--- src/rtl/cve2_xif_result_queue_pkg.sv ---
// Shared types for the XIF result queue: per-entry flags, derived entry state and default sizes.
package cve2_xif_result_queue_pkg;

  localparam int unsigned RQ_DEPTH          = 4;
  localparam int unsigned RQ_X_ID_WIDTH     = 4;
  localparam int unsigned RQ_X_HARTID_WIDTH = 1;
  localparam int unsigned RQ_X_RFW_WIDTH    = 32;
  localparam int unsigned RQ_X_DUALWRITE    = 0;

  typedef struct packed {
    logic live;
    logic committed;
    logic killed;
    logic done;
  } rq_flags_t;

  typedef enum logic [2:0] {
    RQ_EMPTY,
    RQ_ISSUED,
    RQ_DONE,
    RQ_COMMITTED,
    RQ_READY,
    RQ_KILLED
  } rq_state_e;

  // Killed dominates: a killed entry never produces a result whatever else it collected.
  function automatic rq_state_e rq_state(input rq_flags_t f);
    if (!f.live)                return RQ_EMPTY;
    if (f.killed)               return RQ_KILLED;
    if (f.committed && f.done)  return RQ_READY;
    if (f.committed)            return RQ_COMMITTED;
    if (f.done)                 return RQ_DONE;
    return RQ_ISSUED;
  endfunction

endpackage

--- src/rtl/cve2_xif_result_queue_if.sv ---
// Alloc / commit / execution-unit / result channels of the XIF result queue.
interface cve2_xif_result_queue_if #(
  parameter int unsigned X_ID_WIDTH     = cve2_xif_result_queue_pkg::RQ_X_ID_WIDTH,
  parameter int unsigned X_HARTID_WIDTH = cve2_xif_result_queue_pkg::RQ_X_HARTID_WIDTH,
  parameter int unsigned X_RFW_WIDTH    = cve2_xif_result_queue_pkg::RQ_X_RFW_WIDTH,
  parameter int unsigned X_DUALWRITE    = cve2_xif_result_queue_pkg::RQ_X_DUALWRITE
) ();

  logic                      alloc_valid;
  logic                      alloc_ready;
  logic [X_ID_WIDTH-1:0]     alloc_id;
  logic [X_HARTID_WIDTH-1:0] alloc_hartid;
  logic [X_DUALWRITE:0]      alloc_we;

  logic                      commit_valid;
  logic [X_ID_WIDTH-1:0]     commit_id;
  logic                      commit_kill;

  logic                      exu_valid;
  logic                      exu_ready;
  logic [X_ID_WIDTH-1:0]     exu_id;
  logic [X_RFW_WIDTH-1:0]    exu_data;
  logic [4:0]                exu_rd;
  logic                      exu_exc;
  logic [5:0]                exu_exccode;

  logic                      result_valid;
  logic                      result_ready;
  logic [X_ID_WIDTH-1:0]     result_id;
  logic [X_HARTID_WIDTH-1:0] result_hartid;
  logic [X_RFW_WIDTH-1:0]    result_data;
  logic [4:0]                result_rd;
  logic [X_DUALWRITE:0]      result_we;
  logic                      result_exc;
  logic [5:0]                result_exccode;

  modport master (
    output alloc_valid, alloc_id, alloc_hartid, alloc_we,
    input  alloc_ready,
    output commit_valid, commit_id, commit_kill,
    output exu_valid, exu_id, exu_data, exu_rd, exu_exc, exu_exccode,
    input  exu_ready,
    input  result_valid, result_id, result_hartid, result_data, result_rd,
           result_we, result_exc, result_exccode,
    output result_ready
  );

  modport slave (
    input  alloc_valid, alloc_id, alloc_hartid, alloc_we,
    output alloc_ready,
    input  commit_valid, commit_id, commit_kill,
    input  exu_valid, exu_id, exu_data, exu_rd, exu_exc, exu_exccode,
    output exu_ready,
    output result_valid, result_id, result_hartid, result_data, result_rd,
           result_we, result_exc, result_exccode,
    input  result_ready
  );

endinterface

--- src/rtl/cve2_xif_result_queue.sv ---
// In-order XIF result queue: tracks offloads, collects out-of-order results, emits them in issue order.
// Optional CVE2_XIF_RQ_PERF_EN adds saturating counters of emitted results and dropped killed entries.
module cve2_xif_result_queue
  import cve2_xif_result_queue_pkg::*;
#(
  parameter int unsigned DEPTH          = RQ_DEPTH,
  parameter int unsigned X_ID_WIDTH     = RQ_X_ID_WIDTH,
  parameter int unsigned X_HARTID_WIDTH = RQ_X_HARTID_WIDTH,
  parameter int unsigned X_RFW_WIDTH    = RQ_X_RFW_WIDTH,
  parameter int unsigned X_DUALWRITE    = RQ_X_DUALWRITE
) (
  input  logic                   clk_i,
  input  logic                   rst_ni,
  cve2_xif_result_queue_if.slave xif,
  output logic                   empty_o
`ifdef CVE2_XIF_RQ_PERF_EN
  ,
  output logic [31:0]            perf_results_o,
  output logic [31:0]            perf_killed_o
`endif
);

  localparam int unsigned PTR_W = $clog2(DEPTH);
  localparam int unsigned WE_W  = X_DUALWRITE + 1;

  typedef struct packed {
    logic [X_ID_WIDTH-1:0]     id;
    logic [X_HARTID_WIDTH-1:0] hartid;
    logic [WE_W-1:0]           we;
    logic [X_RFW_WIDTH-1:0]    data;
    logic [4:0]                rd;
    logic                      exc;
    logic [5:0]                exccode;
  } rq_entry_t;

  logic [PTR_W:0]   wr_ptr_q, wr_ptr_d, rd_ptr_q, rd_ptr_d;
  logic [PTR_W-1:0] wr_idx, rd_idx;
  rq_flags_t        flags_q [DEPTH];
  rq_flags_t        flags_d [DEPTH];
  rq_entry_t        entry_q [DEPTH];
  rq_entry_t        head_entry;
  rq_state_e        head_state;

  logic             full, alloc_fire, pop, head_ready, head_killed, commit_new;
  logic [DEPTH-1:0] commit_hit, exu_hit;

  assign wr_idx = wr_ptr_q[PTR_W-1:0];
  assign rd_idx = rd_ptr_q[PTR_W-1:0];
  assign full   = (wr_idx == rd_idx) && (wr_ptr_q[PTR_W] != rd_ptr_q[PTR_W]);

  // Ready comes from registered pointers only, so a pop never frees space for the same cycle.
  assign xif.alloc_ready = !full;
  assign xif.exu_ready   = 1'b1;
  assign empty_o         = (wr_ptr_q == rd_ptr_q);
  assign alloc_fire      = xif.alloc_valid && !full;

  for (genvar i = 0; i < DEPTH; i++) begin : g_cam
    assign commit_hit[i] = xif.commit_valid && flags_q[i].live && !flags_q[i].committed &&
                           !flags_q[i].killed && (entry_q[i].id == xif.commit_id);
    assign exu_hit[i]    = xif.exu_valid && flags_q[i].live && !flags_q[i].done &&
                           !flags_q[i].killed && (entry_q[i].id == xif.exu_id);
  end

  // A commit for the ID being allocated this cycle lands on the new entry.
  assign commit_new = xif.commit_valid && alloc_fire && (xif.commit_id == xif.alloc_id);

  assign head_entry  = entry_q[rd_idx];
  assign head_state  = rq_state(flags_q[rd_idx]);
  assign head_ready  = (head_state == RQ_READY);
  assign head_killed = (head_state == RQ_KILLED);
  assign pop         = (head_ready && xif.result_ready) || head_killed;

  always_comb begin
    // NOTE: every variable gets a default before any conditional update so no latch is inferred.
    wr_ptr_d = wr_ptr_q + (PTR_W + 1)'(alloc_fire);
    rd_ptr_d = rd_ptr_q + (PTR_W + 1)'(pop);
    for (int i = 0; i < DEPTH; i++) begin
      flags_d[i] = flags_q[i];
      if (commit_hit[i]) begin
        if (xif.commit_kill) flags_d[i].killed    = 1'b1;
        else                 flags_d[i].committed = 1'b1;
      end
      if (exu_hit[i]) flags_d[i].done = 1'b1;
      if (pop && (rd_idx == PTR_W'(i))) flags_d[i] = '0;
      if (alloc_fire && (wr_idx == PTR_W'(i))) begin
        flags_d[i].live      = 1'b1;
        flags_d[i].committed = commit_new && !xif.commit_kill;
        flags_d[i].killed    = commit_new && xif.commit_kill;
        flags_d[i].done      = 1'b0;
      end
    end
  end

  // NOTE: sequential state uses non-blocking assignments so every register samples pre-edge values.
  always_ff @(posedge clk_i or negedge rst_ni) begin
    if (!rst_ni) begin
      wr_ptr_q <= '0;
      rd_ptr_q <= '0;
      for (int i = 0; i < DEPTH; i++) flags_q[i] <= '0;
    end else begin
      wr_ptr_q <= wr_ptr_d;
      rd_ptr_q <= rd_ptr_d;
      for (int i = 0; i < DEPTH; i++) flags_q[i] <= flags_d[i];
    end
  end

  // NOTE: payload storage has no reset; the live flag qualifies it and outputs are masked when idle.
  always_ff @(posedge clk_i) begin
    for (int i = 0; i < DEPTH; i++) begin
      if (alloc_fire && (wr_idx == PTR_W'(i))) begin
        entry_q[i].id     <= xif.alloc_id;
        entry_q[i].hartid <= xif.alloc_hartid;
        entry_q[i].we     <= xif.alloc_we;
      end
      if (exu_hit[i]) begin
        entry_q[i].data    <= xif.exu_data;
        entry_q[i].rd      <= xif.exu_rd;
        entry_q[i].exc     <= xif.exu_exc;
        entry_q[i].exccode <= xif.exu_exccode;
      end
    end
  end

  assign xif.result_valid   = head_ready;
  assign xif.result_id      = head_ready ? head_entry.id      : '0;
  assign xif.result_hartid  = head_ready ? head_entry.hartid  : '0;
  assign xif.result_data    = head_ready ? head_entry.data    : '0;
  assign xif.result_rd      = head_ready ? head_entry.rd      : '0;
  assign xif.result_exc     = head_ready ? head_entry.exc     : 1'b0;
  assign xif.result_exccode = head_ready ? head_entry.exccode : '0;
  assign xif.result_we      = head_ready ? (head_entry.we & {WE_W{~head_entry.exc}}) : '0;

`ifdef CVE2_XIF_RQ_PERF_EN
  logic [31:0] perf_results_q, perf_killed_q;

  always_ff @(posedge clk_i or negedge rst_ni) begin
    if (!rst_ni) begin
      perf_results_q <= '0;
      perf_killed_q  <= '0;
    end else begin
      if (head_ready && xif.result_ready && (perf_results_q != '1))
        perf_results_q <= perf_results_q + 32'd1;
      if (head_killed && (perf_killed_q != '1))
        perf_killed_q <= perf_killed_q + 32'd1;
    end
  end

  assign perf_results_o = perf_results_q;
  assign perf_killed_o  = perf_killed_q;
`endif

`ifndef SYNTHESIS
  logic [DEPTH-1:0] alloc_dup;

  for (genvar i = 0; i < DEPTH; i++) begin : g_dup
    assign alloc_dup[i] = flags_q[i].live && (entry_q[i].id == xif.alloc_id) &&
                          !(pop && (rd_idx == PTR_W'(i)));
  end

  a_result_stable : assert property (@(posedge clk_i) disable iff (!rst_ni)
    xif.result_valid && !xif.result_ready |=> xif.result_valid);

  a_unique_live_id : assert property (@(posedge clk_i) disable iff (!rst_ni)
    alloc_fire |-> (alloc_dup == '0));

  a_commit_matches : assert property (@(posedge clk_i) disable iff (!rst_ni)
    xif.commit_valid |-> ((|commit_hit) || commit_new));
`endif

endmodule
--- src/flat_wrapper.sv ---
// flat-port wrapper written by rule: the top's interface ports become plain ports
module cve2_xif_result_queue_flat import cve2_xif_result_queue_pkg::*;
#(
  parameter int unsigned DEPTH          = RQ_DEPTH,
  parameter int unsigned X_ID_WIDTH     = RQ_X_ID_WIDTH,
  parameter int unsigned X_HARTID_WIDTH = RQ_X_HARTID_WIDTH,
  parameter int unsigned X_RFW_WIDTH    = RQ_X_RFW_WIDTH,
  parameter int unsigned X_DUALWRITE    = RQ_X_DUALWRITE
)
  (clk_i, rst_ni, empty_o, xif_alloc_valid, xif_alloc_id, xif_alloc_hartid, xif_alloc_we, xif_alloc_ready, xif_commit_valid, xif_commit_id, xif_commit_kill, xif_exu_valid, xif_exu_id, xif_exu_data, xif_exu_rd, xif_exu_exc, xif_exu_exccode, xif_exu_ready, xif_result_valid, xif_result_id, xif_result_hartid, xif_result_data, xif_result_rd, xif_result_we, xif_result_exc, xif_result_exccode, xif_result_ready);
  cve2_xif_result_queue_if #(.X_ID_WIDTH(X_ID_WIDTH), .X_HARTID_WIDTH(X_HARTID_WIDTH), .X_RFW_WIDTH(X_RFW_WIDTH), .X_DUALWRITE(X_DUALWRITE)) xif_i ();
  input  logic clk_i;
  input  logic rst_ni;
  output logic empty_o;
  input wire logic [$bits(xif_i.alloc_valid)-1:0] xif_alloc_valid;
  input wire logic [$bits(xif_i.alloc_id)-1:0] xif_alloc_id;
  input wire logic [$bits(xif_i.alloc_hartid)-1:0] xif_alloc_hartid;
  input wire logic [$bits(xif_i.alloc_we)-1:0] xif_alloc_we;
  output wire logic [$bits(xif_i.alloc_ready)-1:0] xif_alloc_ready;
  input wire logic [$bits(xif_i.commit_valid)-1:0] xif_commit_valid;
  input wire logic [$bits(xif_i.commit_id)-1:0] xif_commit_id;
  input wire logic [$bits(xif_i.commit_kill)-1:0] xif_commit_kill;
  input wire logic [$bits(xif_i.exu_valid)-1:0] xif_exu_valid;
  input wire logic [$bits(xif_i.exu_id)-1:0] xif_exu_id;
  input wire logic [$bits(xif_i.exu_data)-1:0] xif_exu_data;
  input wire logic [$bits(xif_i.exu_rd)-1:0] xif_exu_rd;
  input wire logic [$bits(xif_i.exu_exc)-1:0] xif_exu_exc;
  input wire logic [$bits(xif_i.exu_exccode)-1:0] xif_exu_exccode;
  output wire logic [$bits(xif_i.exu_ready)-1:0] xif_exu_ready;
  output wire logic [$bits(xif_i.result_valid)-1:0] xif_result_valid;
  output wire logic [$bits(xif_i.result_id)-1:0] xif_result_id;
  output wire logic [$bits(xif_i.result_hartid)-1:0] xif_result_hartid;
  output wire logic [$bits(xif_i.result_data)-1:0] xif_result_data;
  output wire logic [$bits(xif_i.result_rd)-1:0] xif_result_rd;
  output wire logic [$bits(xif_i.result_we)-1:0] xif_result_we;
  output wire logic [$bits(xif_i.result_exc)-1:0] xif_result_exc;
  output wire logic [$bits(xif_i.result_exccode)-1:0] xif_result_exccode;
  input wire logic [$bits(xif_i.result_ready)-1:0] xif_result_ready;
  assign xif_i.alloc_valid = xif_alloc_valid;
  assign xif_i.alloc_id = xif_alloc_id;
  assign xif_i.alloc_hartid = xif_alloc_hartid;
  assign xif_i.alloc_we = xif_alloc_we;
  assign xif_alloc_ready = xif_i.alloc_ready;
  assign xif_i.commit_valid = xif_commit_valid;
  assign xif_i.commit_id = xif_commit_id;
  assign xif_i.commit_kill = xif_commit_kill;
  assign xif_i.exu_valid = xif_exu_valid;
  assign xif_i.exu_id = xif_exu_id;
  assign xif_i.exu_data = xif_exu_data;
  assign xif_i.exu_rd = xif_exu_rd;
  assign xif_i.exu_exc = xif_exu_exc;
  assign xif_i.exu_exccode = xif_exu_exccode;
  assign xif_exu_ready = xif_i.exu_ready;
  assign xif_result_valid = xif_i.result_valid;
  assign xif_result_id = xif_i.result_id;
  assign xif_result_hartid = xif_i.result_hartid;
  assign xif_result_data = xif_i.result_data;
  assign xif_result_rd = xif_i.result_rd;
  assign xif_result_we = xif_i.result_we;
  assign xif_result_exc = xif_i.result_exc;
  assign xif_result_exccode = xif_i.result_exccode;
  assign xif_i.result_ready = xif_result_ready;
  cve2_xif_result_queue #(.DEPTH(DEPTH), .X_ID_WIDTH(X_ID_WIDTH), .X_HARTID_WIDTH(X_HARTID_WIDTH), .X_RFW_WIDTH(X_RFW_WIDTH), .X_DUALWRITE(X_DUALWRITE)) u_core (.clk_i(clk_i), .rst_ni(rst_ni), .xif(xif_i), .empty_o(empty_o));
endmodule
--- config.mk ---
export PLATFORM = sky130hd
export DESIGN_NAME = cve2_xif_result_queue_flat
export DESIGN_NICKNAME = d
export VERILOG_FILES = /design/src/rtl/cve2_xif_result_queue_pkg.sv /design/src/rtl/cve2_xif_result_queue_if.sv /design/src/rtl/cve2_xif_result_queue.sv /design/src/flat_wrapper.sv
export SDC_FILE = /design/constraint.sdc
export NUM_CORES = 1
export LEC_CHECK = 0
export CAP_MARGIN = 25
export CELL_PAD_IN_SITES_DETAIL_PLACEMENT = 1
export CELL_PAD_IN_SITES_GLOBAL_PLACEMENT = 2
export CORE_MARGIN = 3
export CORE_UTILIZATION = 37
export CTS_CLUSTER_DIAMETER = 60
export DETAILED_ROUTE_END_ITERATION = 10
export GPL_TIMING_DRIVEN = 0
export PLACE_DENSITY_LB_ADDON = 0.12
export SETUP_SLACK_MARGIN = 0.1
export SLEW_MARGIN = 10
export SYNTH_ARGS = -nofsm -noshare
export SYNTH_HDL_FRONTEND = slang
export SYNTH_SLANG_ARGS = --single-unit
--- constraint.sdc ---
create_clock -name clk_i -period 5.9 [get_ports clk_i]
set_input_delay 1.18 -clock clk_i [delete_from_list [all_inputs] [get_ports clk_i]]
set_output_delay 1.18 -clock clk_i [all_outputs]
set_load 0.01 [all_outputs]
==> metrics, run 1 <==
synthesized flop and latch total approximately 220; clk slew on worst S/H paths about 0.060 ns; Die Wd approximately 160 microns; Final nets ~700; sequential share of the synthesized area between 70 and 80%; RSZ-0062 raised after global routing no; Final Hold Viols 0; top cells by area, synth edfxtp_1 65%, mux4_2 13%, dfrtp_1 6.0%; Sum Neg Setup Slack 0 ns; wirelength, routed 21.5 mm; CP max-delay cell mux4_2; startpoint types flop; initial antenna violation count 0; GPL Wtd Cong between 0.8 and 0.9; CP dominant cell by count buf_2; commonest non-fill, non-tap cell in the layout edfxtp_1; global-route wire length before repair around 33 mm; Avg WL per Cell about 22 microns; Synth Net Count around 560; Setup Skew slightly above 0.005 ns; worst relative slew slack about 46%; Global Route Usage Sum 16.2%; Placeable Area 0.0244 sq mm; initial detailed-routing violation count roughly 310; number of global-route vias before repair about 5400; CTS H-tree lvls 1; max-slew violation count 0; Starting Density 37.8%; first-pass iteration count of the detailed router 4; crit path DAT between 3 and 4 ns; clk root buf clkbuf_16; hold_buf cts 0; largest net degree at the start of global routing 46; clk sink count ~220; Die Area between 0.02 and 0.03 sq mm; Post-DP HPWL approximately 15 mm; WS Path Type reg -> out; Gate Count Post-Synth slightly below 500; Cell Chain, Critical Path buf_2, buf_4, buf_2, mux4_2, ha_1, nand4b_4, clkbuf_1, nor2b_1, clkdlybuf4s50_1; area delta synth->final 27.6%; worst hold margin between 0.4 and 0.5 ns; register area 0.00656 sq mm; maxcap violations 0; total gr overflow 0; commonest non-fill, non-tap cells in the layout 200 x edfxtp_1, 113 x clkdlybuf4s50_1, 54 x mux4_2, 54 x nor2b_1, 32 x xor2_1; top-area cell type share of the netlist area 65.1%; Final ANT Viol Nets 0; fill count between 2000 and 2500; Max VDD drop 0.000272 V; vias roughly 5000; TritonCTS clock tree done; Worst EP required between 4 and 5 ns; largest area contributor in the synthesized netlist edfxtp_1; outcome completed; Worst-Margin Slew just over 0.8 ns; IO Pins between 100 and 150; CP peak stage delay between 0.5 and 0.6 ns; die height between 150 and 200 microns; power consumption about 4.7 mW; synth warn 0; endpoint class of the critical path output pin; period utilization between 80% and 90%; Multi-input gate area roughly 0.0026 sq mm; count of cell types in the netlist 35; worst hold path class reg -> reg; pre-CTS WS between 1 and 1.5 ns; Max Root-Sink Buffers 3; CTS Buf Count 25; # DRC 0; share of cells above drive strength 1 20.9%; Setup violations, final 0; IO buf count between 100 and 150; Post-CTS Setup Bufs 0; Resized cells post-CTS 0; Fmax 195 MHz; Post-Synthesis Cell Area between 0.009 and 0.01 sq mm; Antenna diodes 0; PD cells 401 mW/mm^2; Rows 57; Leak Pwr slightly below 4 nW; vias per cell roughly 5.1; Final Worst Setup Slack approximately 0.77 ns; crit path max fanout 10; Worst-Skew Late Latency approximately 0.51 ns; Synth Area per Inst between 15 and 20 sq um; Tmin final between 5 and 6 ns
[kinds of logic after synthesis]
kind of cell	synth area share, %
xor+xnor	4.05
mux	13.2
buf+inv	1.68
compound gates	2.79
simple gates	6.37
flops	71.1
fa+ha+maj	0.814
other cells	0.0406
[cells in the mapped netlist, drive strengths merged]
master and n:
nor3b 6, o311ai 3, a41oi 4, nand2 13
nand4 4, nor4bb 1, dfrtp 22, or3 1
buf 14, clkbuf 9, inv 13, ha 6
o21a 1, o31a 1, nor3 2, nor2b 54
o22ai 8, xnor2 7, xor2 34, mux4 54
nor4 7, a21oi 4, nand4b 1, o21ba 4
o2111ai 4, nand3 2, o31ai 1, nor2 1
conb 1, edfxtp 200, and3 3
[worst max-delay path: cells and delay by family (launching register included)]
family / cells / cell delay [ns]
buf+inv: 5 / 1.71
mux: 1 / 0.59
simple gates: 2 / 0.45
fa+ha+maj: 1 / 0.35
flops: 1 / 0.34
[path summary, 6_finish.rpt]
kind | start | to | slack (ns) | depth (start not counted)
min in group asynchronous | rst_ni | u_core.wr_ptr_q[2] | 0.94 | 1
min | u_core.wr_ptr_q[2] | u_core.wr_ptr_q[2] | 0.48 | 1
min reg2reg | u_core.wr_ptr_q[2] | u_core.wr_ptr_q[2] | 0.48 | 1
max in group asynchronous | rst_ni | u_core.flags_q[12] | 4.52 | 2
max | u_core.rd_ptr_q[0] | xif_result_data[3] | 0.77 | 9
max reg2reg | u_core.rd_ptr_q[0] | u_core.rd_ptr_q[2] | 2.70 | 11
[cell type report]
cell class / count / share of cell area (%)
buffer: 23 / 0.903
clock buffer: 25 / 5.31
clock inverter: 20 / 1.29
inverter: 13 / 0.415
multi-input combinational: 227 / 21.7
sequential: 222 / 55.7
tap: 324 / 3.44
timing repair buffer: 130 / 11.2
[power by group]
group | switching (mW) | total, mW | internal [mW]
Clock | 0.601 | 1.46 | 0.859
Combinational | 0.616 | 1.26 | 0.643
Sequential | 0.113 | 2.00 | 1.88
[through the flow]
stage,instance area (sq um),utilization (%),instances
finish,11800,48.3,984
global route,11800,48.3,984
CTS,11800,48.2,983
detailed placement,11000,45.0,938
global placement,10800,44.2,922
floorplan,9240,-,485
[sequential cells by signal, summed over array words and instances (netlist names)]
register	cells
u_core.rd_ptr_q	3
u_core.wr_ptr_q	3
u_core.entry_q	200
u_core.flags_q	16
[metal layers]
layer	track usage (%)	share of wire, %
met5	0	0
met4	3.38	1.9
met3	3.58	5.6
met2	26.7	49
met1	22.2	44
(Power assumes the default switching activity.)
==> inputs of run 2 (changes only) <==
PLACE_DENSITY_LB_ADDON = 0.08   (was 0.12)
==> run 2 against run 1 <==
Sequential share of layout area shrank 0.11 points; die area is the same; maximum frequency shrank 0.96%; critical path depth is the same; worst hold slack gained 0.0052 ns; global-route usage shrank 0.12 points; first-iteration DRC count shrank 19%; core utilization grew 0.098 points; final area grew 0.20%; combinational power is essentially flat; worst setup slack lost 0.050 ns; largest cell class unchanged.
==> metrics, run 2 (same netlist as run 1, synthesis figures left out) <==
Worst-Margin Slew 0.784 ns; clk root buf clkbuf_16; Leak Pwr 3.93 nW; area delta synth->final 27.8%; Resized cells post-CTS 0; share of cells above drive strength 1 around a fifth; total gr overflow 0; Worst-Skew Late Latency 0.51 ns; clk sink count 222; commonest non-fill, non-tap cell in the layout edfxtp_1; RSZ-0062 raised after global routing no; Starting Density a little under two fifths; Largest register FFs 200; Post-CTS Setup Bufs 0; Final nets roughly 700; initial antenna violation count 1; die height roughly 160 microns; IO Pins 119; PD cells 405 mW/mm^2; wirelength, routed between 20 and 25 mm; Final ANT Viol Nets 0; Setup violations, final 0; CTS H-tree lvls 1; Die Area between 0.02 and 0.03 sq mm; max-slew violation count 0; Fmax roughly 190 MHz; Setup Skew between 0.015 and 0.02 ns; worst relative slew slack a little under half; crit path DAT 4.00 ns; Largest regs u_core.entry_q: 200 flops, u_core.flags_q: 16 flops; period utilization between 80% and 90%; NetSw between 1 and 1.5 mW; IO buf count between 100 and 150; CTS Buf Count 25; clk slew on worst S/H paths ~0.05 ns; endpoint class of the critical path output pin; TritonCTS clock tree done; startpoint types flop; Final Hold Viols 0; Max Root-Sink Buffers 3; Net Sw Frac a little over a quarter; crit path max fanout 10; global-route wire length before repair approximately 32 mm; Die Wd around 160 microns; worst hold path class reg -> reg; commonest non-fill, non-tap cells in the layout 200 x edfxtp_1, 113 x clkdlybuf4s50_1, 54 x mux4_2, 54 x nor2b_1, 32 x xor2_1; WS Path Type reg -> out; Worst EP required 4.72 ns; Finished Core Util between 40% and 50%; worst hold margin ~0.49 ns; fin area 0.0118 sq mm; Int Pwr roughly 3.5 mW; sequential power share a little over two fifths; Avg WL per Cell about 22 microns; maxcap violations 0; first-pass iteration count of the detailed router 4; Clock power frac 31.9%; GPL Wtd Cong 0.784; Logic pwr share between 20% and 30%; number of global-route vias before repair 5449; Max VDD drop roughly 0.00022 V; hold_buf cts 0; vias per cell between 4 and 5; largest net degree at the start of global routing 46; outcome completed; Rows 57; # DRC 0; vias a little under 5000; initial detailed-routing violation count 250; DP Area 0.0110 sq mm; Global Route Usage Sum between 15 and 20%; Tmin final 5.18 ns; Biggest register u_core.entry_q; Antenna diodes 0; Post-DP HPWL between 10 and 15 mm; Placeable Area between 0.02 and 0.025 sq mm
## run 2: final timing paths
path	from	end	slack, ns	cells past startpoint
max reg2reg	u_core.rd_ptr_q[0]	u_core.rd_ptr_q[2]	2.73	10
max	u_core.rd_ptr_q[0]	xif_result_data[19]	0.72	9
max in group asynchronous	rst_ni	u_core.flags_q[9]	4.58	2
min reg2reg	u_core.rd_ptr_q[0]	u_core.rd_ptr_q[0]	0.49	1
min in group asynchronous	rst_ni	u_core.wr_ptr_q[0]	0.91	1
min	u_core.rd_ptr_q[0]	u_core.rd_ptr_q[0]	0.49	1
## run 2: area by class of cell
cell class	instances	area, sq um
Clock inverter	13	156
Buffer	23	106
Timing Repair Buffer	130	1320
Tap cell	324	405
Clock buffer	31	648
Sequential cell	222	6560
Fill cell	2318	12600
Inverter	13	48.8
Multi-Input combinational cell	227	2550
## run 2: stage by stage
stage	worst slack, ns	total power [mW]	TNS [ns]	std cells
floorplan	0.907	2.89	0	485
global placement	-3.00	3.28	-284.88	922
detailed placement	1.16	3.32	0	938
CTS	0.598	4.86	0	982
global route	0.443	5.04	0	983
finish	0.717	4.78	0	983
## run 2: power by group through the flow
| stage | clock, mW | sequential, mW | combinational [mW] |
|---|---|---|---|
| floorplan | 0 | 1.99 | 0.902 |
| global placement | 0 | 2.03 | 1.25 |
| detailed placement | 0 | 2.03 | 1.29 |
| CTS | 1.57 | 2.00 | 1.29 |
| global route | 1.64 | 2.01 | 1.39 |
| finish | 1.52 | 2.00 | 1.26 |
## run 2: worst max-delay path, cell delays in order, from the launching register on
cell             delay, ns
dfrtp_1               0.34
buf_2                 0.19
buf_4                 0.23
buf_2                 0.38
mux4_2                0.59
ha_1                  0.35
nand4b_4              0.20
clkbuf_1              0.33
nor2b_1               0.28
clkdlybuf4s50_1       0.58
## run 2: routing by layer
layer	up-vias	part of all wire [%]	global-route usage (%)
li1	2240	-	-
met1	2497	43	22.0
met2	131	49	26.4
met3	29	6.3	3.71
met4	2	2.0	3.50
met5	-	0.061	0
